==> config.mk <==
export PLATFORM = sky130hd
export DESIGN_NAME = flash_arbiter
export DESIGN_NICKNAME = d
export VERILOG_FILES = /design/src/rtl/flash_arbiter_pkg.sv /design/src/rtl/flash_arbiter.sv
export SDC_FILE = /design/constraint.sdc
export NUM_CORES = 1
export LEC_CHECK = 0
export BUFFER_PORTS_ARGS = -buffer_cell sky130_fd_sc_hd__buf_2
export CAP_MARGIN = 10
export CORE_MARGIN = 5
export CORE_UTILIZATION = 44
export DETAILED_ROUTE_END_ITERATION = 8
export GPL_ROUTABILITY_DRIVEN = 0
export PLACE_DENSITY = 0.88
export SYNTH_ARGS = -nofsm -noshare
export SYNTH_HDL_FRONTEND = slang
export SYNTH_SLANG_ARGS = --single-unit
==> constraint.sdc <==
create_clock -name in_clk -period 2.21 [get_ports in_clk]
set_clock_uncertainty 0.1 [all_clocks]
set_input_delay 0.221 -clock in_clk [delete_from_list [all_inputs] [get_ports in_clk]]
set_output_delay 0.221 -clock in_clk [all_outputs]
set_load 0.02 [all_outputs]
==> src/rtl/flash_arbiter_pkg.sv <==
// Shared types and the round-robin pick used by flash_arbiter.
// Requester vectors are handled at MaxReq width so the pick logic is parameter-independent.
package flash_arbiter_pkg;

    localparam int unsigned MaxReq  = 4;
    localparam int unsigned IdxBits = 2;

    typedef enum logic [1:0] {
        StIdle,
        StIssue,
        StWaitReady,
        StDone
    } t_arb_state;

    // First requesting index strictly after last_idx, wrapping within num_req.
    function automatic logic [IdxBits-1:0] rr_next(input logic [MaxReq-1:0]  req,
                                                   input logic [IdxBits-1:0] last_idx,
                                                   input int unsigned        num_req);
        logic [IdxBits-1:0] pick;
        int unsigned        cand;
        pick = last_idx;
        // Walk from the farthest offset down so the nearest requester is assigned last.
        for (int unsigned off = MaxReq; off > 0; off--) begin
            cand = (int'(last_idx) + off) % num_req;
            if (off <= num_req && req[cand]) begin
                pick = IdxBits'(cand);
            end
        end
        return pick;
    endfunction

endpackage

==> src/rtl/flash_arbiter.sv <==
// Round-robin arbiter that shares one flash_serial controller between NUM_REQ requesters,
// sequencing the enable/write/erase handshake with a watchdog abort.
module flash_arbiter
    import flash_arbiter_pkg::*;
#(
    parameter int unsigned NUM_REQ       = 2,
    parameter int unsigned WORD_BITS     = 8,
    parameter int unsigned ADDRESS_WORDS = 3,
    parameter int unsigned TIMEOUT       = 27_000_000
) (
    input  logic                                    in_clk,
    input  logic                                    in_rst,
    input  logic [NUM_REQ-1:0]                      in_req,
    input  logic [NUM_REQ-1:0]                      in_write,
    input  logic [NUM_REQ-1:0]                      in_erase,
    input  logic [NUM_REQ*WORD_BITS*ADDRESS_WORDS-1:0] in_addr,
    input  logic [NUM_REQ*WORD_BITS-1:0]            in_data,
    output logic [NUM_REQ-1:0]                      out_grant,
    output logic [NUM_REQ-1:0]                      out_done,
    output logic [NUM_REQ-1:0]                      out_error,
    output logic [WORD_BITS-1:0]                    out_data,
    output logic                                    out_busy,
    output logic                                    out_flash_enable,
    output logic                                    out_flash_write,
    output logic                                    out_flash_erase,
    output logic [WORD_BITS*ADDRESS_WORDS-1:0]      out_flash_addr,
    output logic [WORD_BITS-1:0]                    out_flash_data,
    input  logic [WORD_BITS-1:0]                    in_flash_data,
    input  logic                                    in_flash_word_finished,
    input  logic                                    in_flash_next_word,
    input  logic                                    in_flash_ready
);

    localparam int unsigned AddrBits = WORD_BITS * ADDRESS_WORDS;
    localparam int unsigned WdogBits = $clog2(TIMEOUT + 1);
    localparam logic [NUM_REQ-1:0] OneHotBase = NUM_REQ'(1);

    t_arb_state state, state_next;

    logic [IdxBits-1:0]   cmd_idx;
    logic                 cmd_write;
    logic                 cmd_erase;
    logic [AddrBits-1:0]  cmd_addr;
    logic [WORD_BITS-1:0] cmd_data;
    logic [IdxBits-1:0]   last_idx;
    logic [WdogBits-1:0]  wdog;
    logic [WORD_BITS-1:0] read_data;
    logic                 next_word_prev;
    logic                 word_finished_prev;

    logic [MaxReq-1:0]           req_ext;
    logic [MaxReq-1:0]           write_ext;
    logic [MaxReq-1:0]           erase_ext;
    logic [MaxReq*AddrBits-1:0]  addr_ext;
    logic [MaxReq*WORD_BITS-1:0] data_ext;
    logic [IdxBits-1:0]          pick;

    logic next_word_rise;
    logic word_finished_fall;
    logic issue_edge;
    logic wdog_expired;
    logic grant_load;
    logic load_read;
    logic done_pulse;
    logic error_pulse;
    logic enable;

    assign req_ext   = MaxReq'(in_req);
    assign write_ext = MaxReq'(in_write);
    assign erase_ext = MaxReq'(in_erase);
    assign addr_ext  = (MaxReq * AddrBits)'(in_addr);
    assign data_ext  = (MaxReq * WORD_BITS)'(in_data);
    assign pick      = rr_next(req_ext, last_idx, NUM_REQ);

    assign next_word_rise     = in_flash_next_word & ~next_word_prev;
    assign word_finished_fall = ~in_flash_word_finished & word_finished_prev;
    assign issue_edge         = cmd_write ? next_word_rise : word_finished_fall;
    assign wdog_expired       = (wdog == WdogBits'(TIMEOUT));

    always_comb begin
        state_next  = state;
        grant_load  = 1'b0;
        load_read   = 1'b0;
        done_pulse  = 1'b0;
        error_pulse = 1'b0;
        enable      = 1'b0;
        unique case (state)
            StIdle: begin
                if (in_flash_ready && (|in_req)) begin
                    grant_load = 1'b1;
                    state_next = StIssue;
                end
            end
            StIssue: begin
                if (wdog_expired) begin
                    error_pulse = 1'b1;
                    state_next  = StIdle;
                end else if (issue_edge) begin
                    // Enable drops combinationally in the cycle the qualifying edge appears.
                    load_read  = ~cmd_write;
                    state_next = StWaitReady;
                end else begin
                    enable = 1'b1;
                end
            end
            StWaitReady: begin
                if (wdog_expired) begin
                    error_pulse = 1'b1;
                    state_next  = StIdle;
                end else if (in_flash_ready) begin
                    state_next = StDone;
                end
            end
            StDone: begin
                done_pulse = 1'b1;
                state_next = StIdle;
            end
            default: state_next = StIdle;
        endcase
    end

    always_ff @(posedge in_clk) begin
        if (in_rst) begin
            state              <= StIdle;
            cmd_idx            <= '0;
            cmd_write          <= 1'b0;
            cmd_erase          <= 1'b0;
            cmd_addr           <= '0;
            cmd_data           <= '0;
            last_idx           <= IdxBits'(NUM_REQ - 1);
            wdog               <= '0;
            read_data          <= '0;
            next_word_prev     <= 1'b0;
            word_finished_prev <= 1'b0;
        end else begin
            state              <= state_next;
            next_word_prev     <= in_flash_next_word;
            word_finished_prev <= in_flash_word_finished;
            if (grant_load) begin
                cmd_idx   <= pick;
                cmd_write <= write_ext[pick] | erase_ext[pick];
                cmd_erase <= erase_ext[pick];
                cmd_addr  <= addr_ext[int'(pick)*AddrBits +: AddrBits];
                cmd_data  <= data_ext[int'(pick)*WORD_BITS +: WORD_BITS];
            end
            if (load_read) begin
                read_data <= in_flash_data;
            end
            if (grant_load) begin
                wdog <= '0;
            end else if (state == StIssue || state == StWaitReady) begin
                wdog <= wdog + WdogBits'(1);
            end
            if (done_pulse || error_pulse) begin
                last_idx <= cmd_idx;
            end
        end
    end

    assign out_busy         = (state != StIdle);
    assign out_grant        = out_busy ? (OneHotBase << cmd_idx) : '0;
    assign out_done         = done_pulse ? (OneHotBase << cmd_idx) : '0;
    assign out_error        = error_pulse ? (OneHotBase << cmd_idx) : '0;
    assign out_data         = read_data;
    assign out_flash_enable = enable;
    assign out_flash_write  = cmd_write;
    assign out_flash_erase  = cmd_erase;
    assign out_flash_addr   = cmd_addr;
    assign out_flash_data   = cmd_data;

endmodule

# Yosys cells after proc, flatten, opt, wreduce, memory -nomap -nowiden

Index checks and enable logic that the tools add are counted.

Output and inout bits: 50
Flip-flop bits (word level): 75
Input port bits: 83

Multipliers: 1
Reductions and logical operators: 9
Add/sub/neg operators: 3
Equal/unequal tests: 7
Bitwise logic cells: 6
$lt $le $gt $ge: 3
Shift operators: 3
Mux-type cells: 31

Operator list:

| operator                                                                      | number |
|---|---|
| 96-bit by 8-bit variable part select with 24-bit output                       | 1 |
| 32-bit by 6-bit variable part select with 8-bit output                        | 1 |
| 25-bit by 1-bit adder with 25-bit output (second input constant)              | 1 |
| 25-bit == test (second input constant)                                        | 1 |
| 2-bit 2-to-1 mux                                                              | 10 |
| 1-bit 2-to-1 mux                                                              | 18 |
| 2-bit one-hot mux with 4 select lines                                         | 1 |
| 1-bit by 3-bit less-than comparator with 1-bit output (second input constant) | 2 |
| 3-bit inequality test (second input constant)                                 | 2 |
| 2-bit OR reduction                                                            | 3 |
| 1-bit binary-select mux with 2-bit select                                     | 2 |
| 2-bit == test (second input constant)                                         | 2 |
| 2-bit by 2-bit multiplier with 4-bit output (second input constant)           | 1 |
| 2-bit by 3-bit less-than comparator with 1-bit output (second input constant) | 1 |
| 1-bit inverter                                                                | 3 |
| 3-bit AND reduction                                                           | 1 |
| 1-bit adder (second input constant)                                           | 2 |
| 1-bit AND                                                                     | 2 |
| 2-bit by 1-bit == test with 1-bit output (second input constant)              | 1 |
| 2-bit logical NOT                                                             | 1 |
| 1-bit logical OR                                                              | 2 |
| 2-bit inequality test (second input constant)                                 | 1 |
| 2-bit nonzero test                                                            | 1 |
| 1-bit by 2-bit << shifter with 2-bit output (first input constant)            | 1 |
| 2 further kinds                                                               | 2 |

# Longest topological paths before layout

Depth in word-level cells: 8
Mapped depth: 9
Gate-level depth less buffers: 6

# Worst setup path before layout

Ideal clock, no wire load.

Path kind: reg2reg
Start: register state[0]
End: register wdog[19]
Library setup time: 0.070 ns
Required time: 2.040 ns
Cell stages (with the launch flop): 10
Path buffers: 3
Arrival time: 1.972 ns
Path slack: 0.068 ns
Cell sequence: dfxtp_1 -> inv_1 -> ha_1 -> buf_2 -> and4_1 -> clkbuf_1 -> nand2_1 -> clkbuf_1 -> or4_1 -> a21oi_1

Cells in the longest elaborated chain, start to end: 3

Ends and longest elaborated chain:

| item                                | RTL line             | text |
|---|---|---|
| start, declared                     | flash_arbiter.sv:38  | `t_arb_state state, state_next;` |
| start signal, assigned              | flash_arbiter.sv:124 | `state <= StIdle;` |
| start signal, assigned              | flash_arbiter.sv:136 | `state <= state_next;` |
| 2-bit logical NOT                   | flash_arbiter.sv:87  | `unique case (state)` |
| 1-bit 2-to-1 mux                    | flash_arbiter.sv:87  |  |
| 2-bit OR reduction (no source line) | -                    |  |
| end signal, assigned                | flash_arbiter.sv:152 | `wdog <= wdog + WdogBits'(1);` |
| end, declared                       | flash_arbiter.sv:46  | `logic [WdogBits-1:0] wdog;` |

Parallel ways exist; a longest one is shown, timed or not.
A chain may end at the register's enable or synchronous reset.

# Worst setup path after layout

Start: register wdog[21]
End: output port out_error[1]

Cells in the longest elaborated chain, start to end: 4

Ends and longest elaborated chain:

| item             | RTL line                                  | text |
|---|---|---|
| 25-bit == test   | flash_arbiter.sv:78                       | `assign wdog_expired = (wdog == WdogBits'(TIMEOUT));` |
| 1-bit 2-to-1 mux | flash_arbiter.sv:95, flash_arbiter.sv:107 |  |
| 1-bit 2-to-1 mux | -                                         |  |
| 2-bit 2-to-1 mux | flash_arbiter.sv:163                      | `assign out_error = error_pulse ? (OneHotBase << cmd_idx) : '0;` |
| end, declared    | flash_arbiter.sv:20                       | `output logic [NUM_REQ-1:0] out_error,` |

Every way passes these cells.

==> reports/results.tsv <==
stage	metric	value	unit
place	hpwl	6.78	mm
final_layout	nFillCells	617	
die	chipHeight	99.1	microns
final_layout	multiInputGateArea	1890	sq um
clock_network	clkLatencyLatePin	0.34	ns
power_and_ir_drop	seqPwrFrac	0.395	
clock_network	cts_buffers	9	
synth	ys_seq_elements	74	
place	io_buffer_count	132	
synth	synthCells	387	
routing	vias	3348	
die	start_util	0.452	
critical_path	cp-startpoint	wdog[21]$_SDFFE_PP0N_	
clock_network	cts.sinks	74	
clock_network	clk_pin_slew	0.08	ns
synth	synthArstFlopShare	0	
critical_path	crit_type	reg2out	
power_and_ir_drop	p_total	4.03	mW
timing	fmax	0.422	GHz
place	place_inst	602	
synth	ys_seq_area_frac	0.424	
final_layout	insertedDiodeCount	0	
global_routing	grt_max_degree	61	
timing	period_minus_slack	2.37	ns
timing	hold_viol_final	0	
routing	first_pass_iters	5	
critical_path	regToRegSetupSlack	0.10	ns
critical_path	r2r-start	state[1]$_SDFFE_PP0P_	
final_layout	fin_area	4640	sq um
hold_path	hp-class	in2reg	
timing	relSlewSlack	0.486	
final_layout	regArea	1500	sq um
timing	setup_viol	3	
routing	ant_nets	0	
critical_path	reg2reg_to	wdog[14]$_SDFFE_PP0N_	
die	die_area	9820	sq um
clock_network	clockBufferDepth	2	
power_and_ir_drop	p_sw_frac	0.335	
power_and_ir_drop	vdd_ir_drop_max	523	uV
timing	rsz0062_at_grt	yes	
synth	yosys_warnings	0	
power_and_ir_drop	p_leak	2.06	nW
final_layout	finalNetCount	610	
power_and_ir_drop	pwr_density_cell	867	nW/um^2
die	coreArea	7730	sq um
clock_network	cts_tree	done	
timing	timing.final.ws_setup	-0.158	ns
power_and_ir_drop	p_sw	1.35	mW
synth	syn_nets	476	
global_routing	grt_pass1_wl	15.4	mm
job	max_cap_viol_count	0	
synth	ys.flop_type	dfxtp_1	
routing	wirelength	9.49	mm
power_and_ir_drop	internal_power	2.68	mW
routing	via_per_inst	5.33	
critical_path	worst_ep_required_time	1.89	ns
hold_path	min_to	out_data[3]$_SDFFE_PP0P_	
die	die_x	99.1	microns
routing	drt_iter0_markers	120	
synth	synth_area	3490	sq um
global_routing	grt_overflow	0	
synth	ys_types	44	
clock_network	cts_htree_levels	3	
timing	slew_viol_final	0	
final_layout	drive_gt1_frac	0.357	
power_and_ir_drop	power.share.clock	0.299	
synth	synth_edf_count	0	
timing	tightest_slew	0.771	ns
place	place_area	4250	sq um
global_routing	grt_pass1_vias	3357	
critical_path	r2r_cells	7	
final_layout	final_cells	628	
critical_path	crit_arrival	2.05	ns
hold_path	min-delay-start	in_flash_data[3]	
final_layout	final_cell_mix	129 x buf_2, 65 x dfxtp_1, 48 x nor2_1	
final_layout	layout_commonest_cell	buf_2	
outcome	status	finished, violations left	
critical_path	endpoint_kind	output port	
final_layout	area_growth	32.9	%
timing	period_share	1.07	
global_routing	track_usage	0.191	
hold_path	worstHoldPathCells	3	
die	ioPinCount	133	
die	rows	32	
routing	drc	0	
clock_network	root_buffer	clkbuf_8	
synth	avgSynthCellArea	9.03	sq um
outcome	violations	negative setup slack	
global_routing	antenna_found_initial	0	
routing	wl_per_cell	15.1	microns
critical_path	worstPathMaxFanout	3	
critical_path	cp-start-kind	flop	
power_and_ir_drop	comb_power_share	0.306	
-- worst max path at each step --
stage | endpoint | slack, ns | cells past startpoint
floorplan | wdog[19]$_SDFFE_PP0N_ | 0.07 | 9
global placement | out_data[1]$_SDFFE_PP0P_ | 0.1 | 7
detailed placement | out_data[2]$_SDFFE_PP0P_ | 0.004 | 7
CTS | out_error[1] | -0.15 | 5
global route | out_error[1] | -0.21 | 5
finish | out_error[1] | -0.16 | 5
-- worst max-delay path, cell delays in order (launching register included) --
cell and delay [ns]:
dfxtp_2 0.34, or4b_4 0.54, nor4_4 0.29, and2_4 0.20, and4b_1 0.20, buf_6 0.12
-- final cells by class --
cell class              instances  area share
inverters                      11     0.00889
clock inverters                 4      0.0159
well taps                     102      0.0275
flip-flops and latches         74       0.322
clock buffers                  12      0.0334
multi-input cells             274       0.407
repair buffers                151       0.185
-- cells by family (layout without fill, tap and decap cells) --
| group | after synthesis | count (layout) | synth area share |
|---|---|---|---|
| simple gates | 141 | 141 | 0.206 |
| flops | 74 | 74 | 0.424 |
| compound gates | 72 | 72 | 0.148 |
| mux | 45 | 45 | 0.129 |
| buf+inv | 39 | 178 | 0.0476 |
| xor+xnor | 10 | 10 | 0.0251 |
| fa+ha+maj | 6 | 6 | 0.0215 |
-- power groups by stage --
| stage | clock network [mW] | logic (mW) | registers (mW) |
|---|---|---|---|
| 3_5_place_dp | 0 | 1.16 | 1.62 |
| 4_1_cts | 1.23 | 1.20 | 1.59 |
| 3_3_place_gp | 0 | 1.13 | 1.61 |
| 6_report | 1.20 | 1.23 | 1.59 |
| 2_1_floorplan | 0 | 0.601 | 1.77 |
| 5_1_grt | 1.29 | 1.34 | 1.61 |
-- per-layer routing --
layer / wire [microns] / part of all wire / track usage / vias to the layer above
met5: 0 / 0 / 0 / -
li1: - / - / - / 1668
met1: 3860 / 0.41 / 0.226 / 1532
met2: 4700 / 0.49 / 0.326 / 129
met4: 196 / 0.021 / 0.0683 / 0
met3: 741 / 0.078 / 0.0603 / 19
-- cells in the mapped netlist (2+ instances only) --
library cell,number,area share
a21oi_1,14,0.020
and2_1,3,0.0054
buf_6,2,0.0064
o31ai_1,7,0.015
dfxtp_1,74,0.42
or3_1,7,0.013
inv_1,11,0.012
nand3_1,8,0.011
buf_2,4,0.0057
or4_1,8,0.017
o211a_1,2,0.0057
xor2_1,5,0.013
xnor2_1,5,0.013
and3_1,4,0.0072
o21ai_0,7,0.010
nor2b_1,2,0.0036
a31oi_1,2,0.0036
mux2i_1,45,0.13
nand4_1,7,0.013
a211oi_1,33,0.071
and4_1,5,0.013
nor2_1,49,0.053
clkbuf_1,22,0.024
ha_1,6,0.021
nand2_1,35,0.038
nor4_1,2,0.0036
-- stage by stage --
step	hold WS, ns	TNS, ns	worst slack [ns]	utilization
6_report	0.0193	-0.385	-0.158	0.601
3_5_place_dp	0.355	0	0.00421	0.550
3_3_place_gp	0.340	0	0.0987	0.550
5_1_grt	0.0163	-0.515	-0.206	0.601
2_1_floorplan	0.249	0	0.0678	-
4_1_cts	0.00308	-0.365	-0.153	0.594
-- sequential cells by signal, indices dropped and copies added, names as in the netlist --
signal	flops
out_flash_erase	1
out_flash_write	1
cmd_idx	2
last_idx	1
next_word_prev	1
out_data	8
out_flash_data	8
word_finished_prev	1
state	2
wdog	25
out_flash_addr	24
-- timing repair --
item                                   CTS  global route
pin swaps                                3             2
setup endpoints to repair                8            24
hold buffers                             4             0
buffers inserted                         4             2
resized for setup                       17            14
endpoints found under the hold margin    4             0
(Power assumes the default switching activity.)
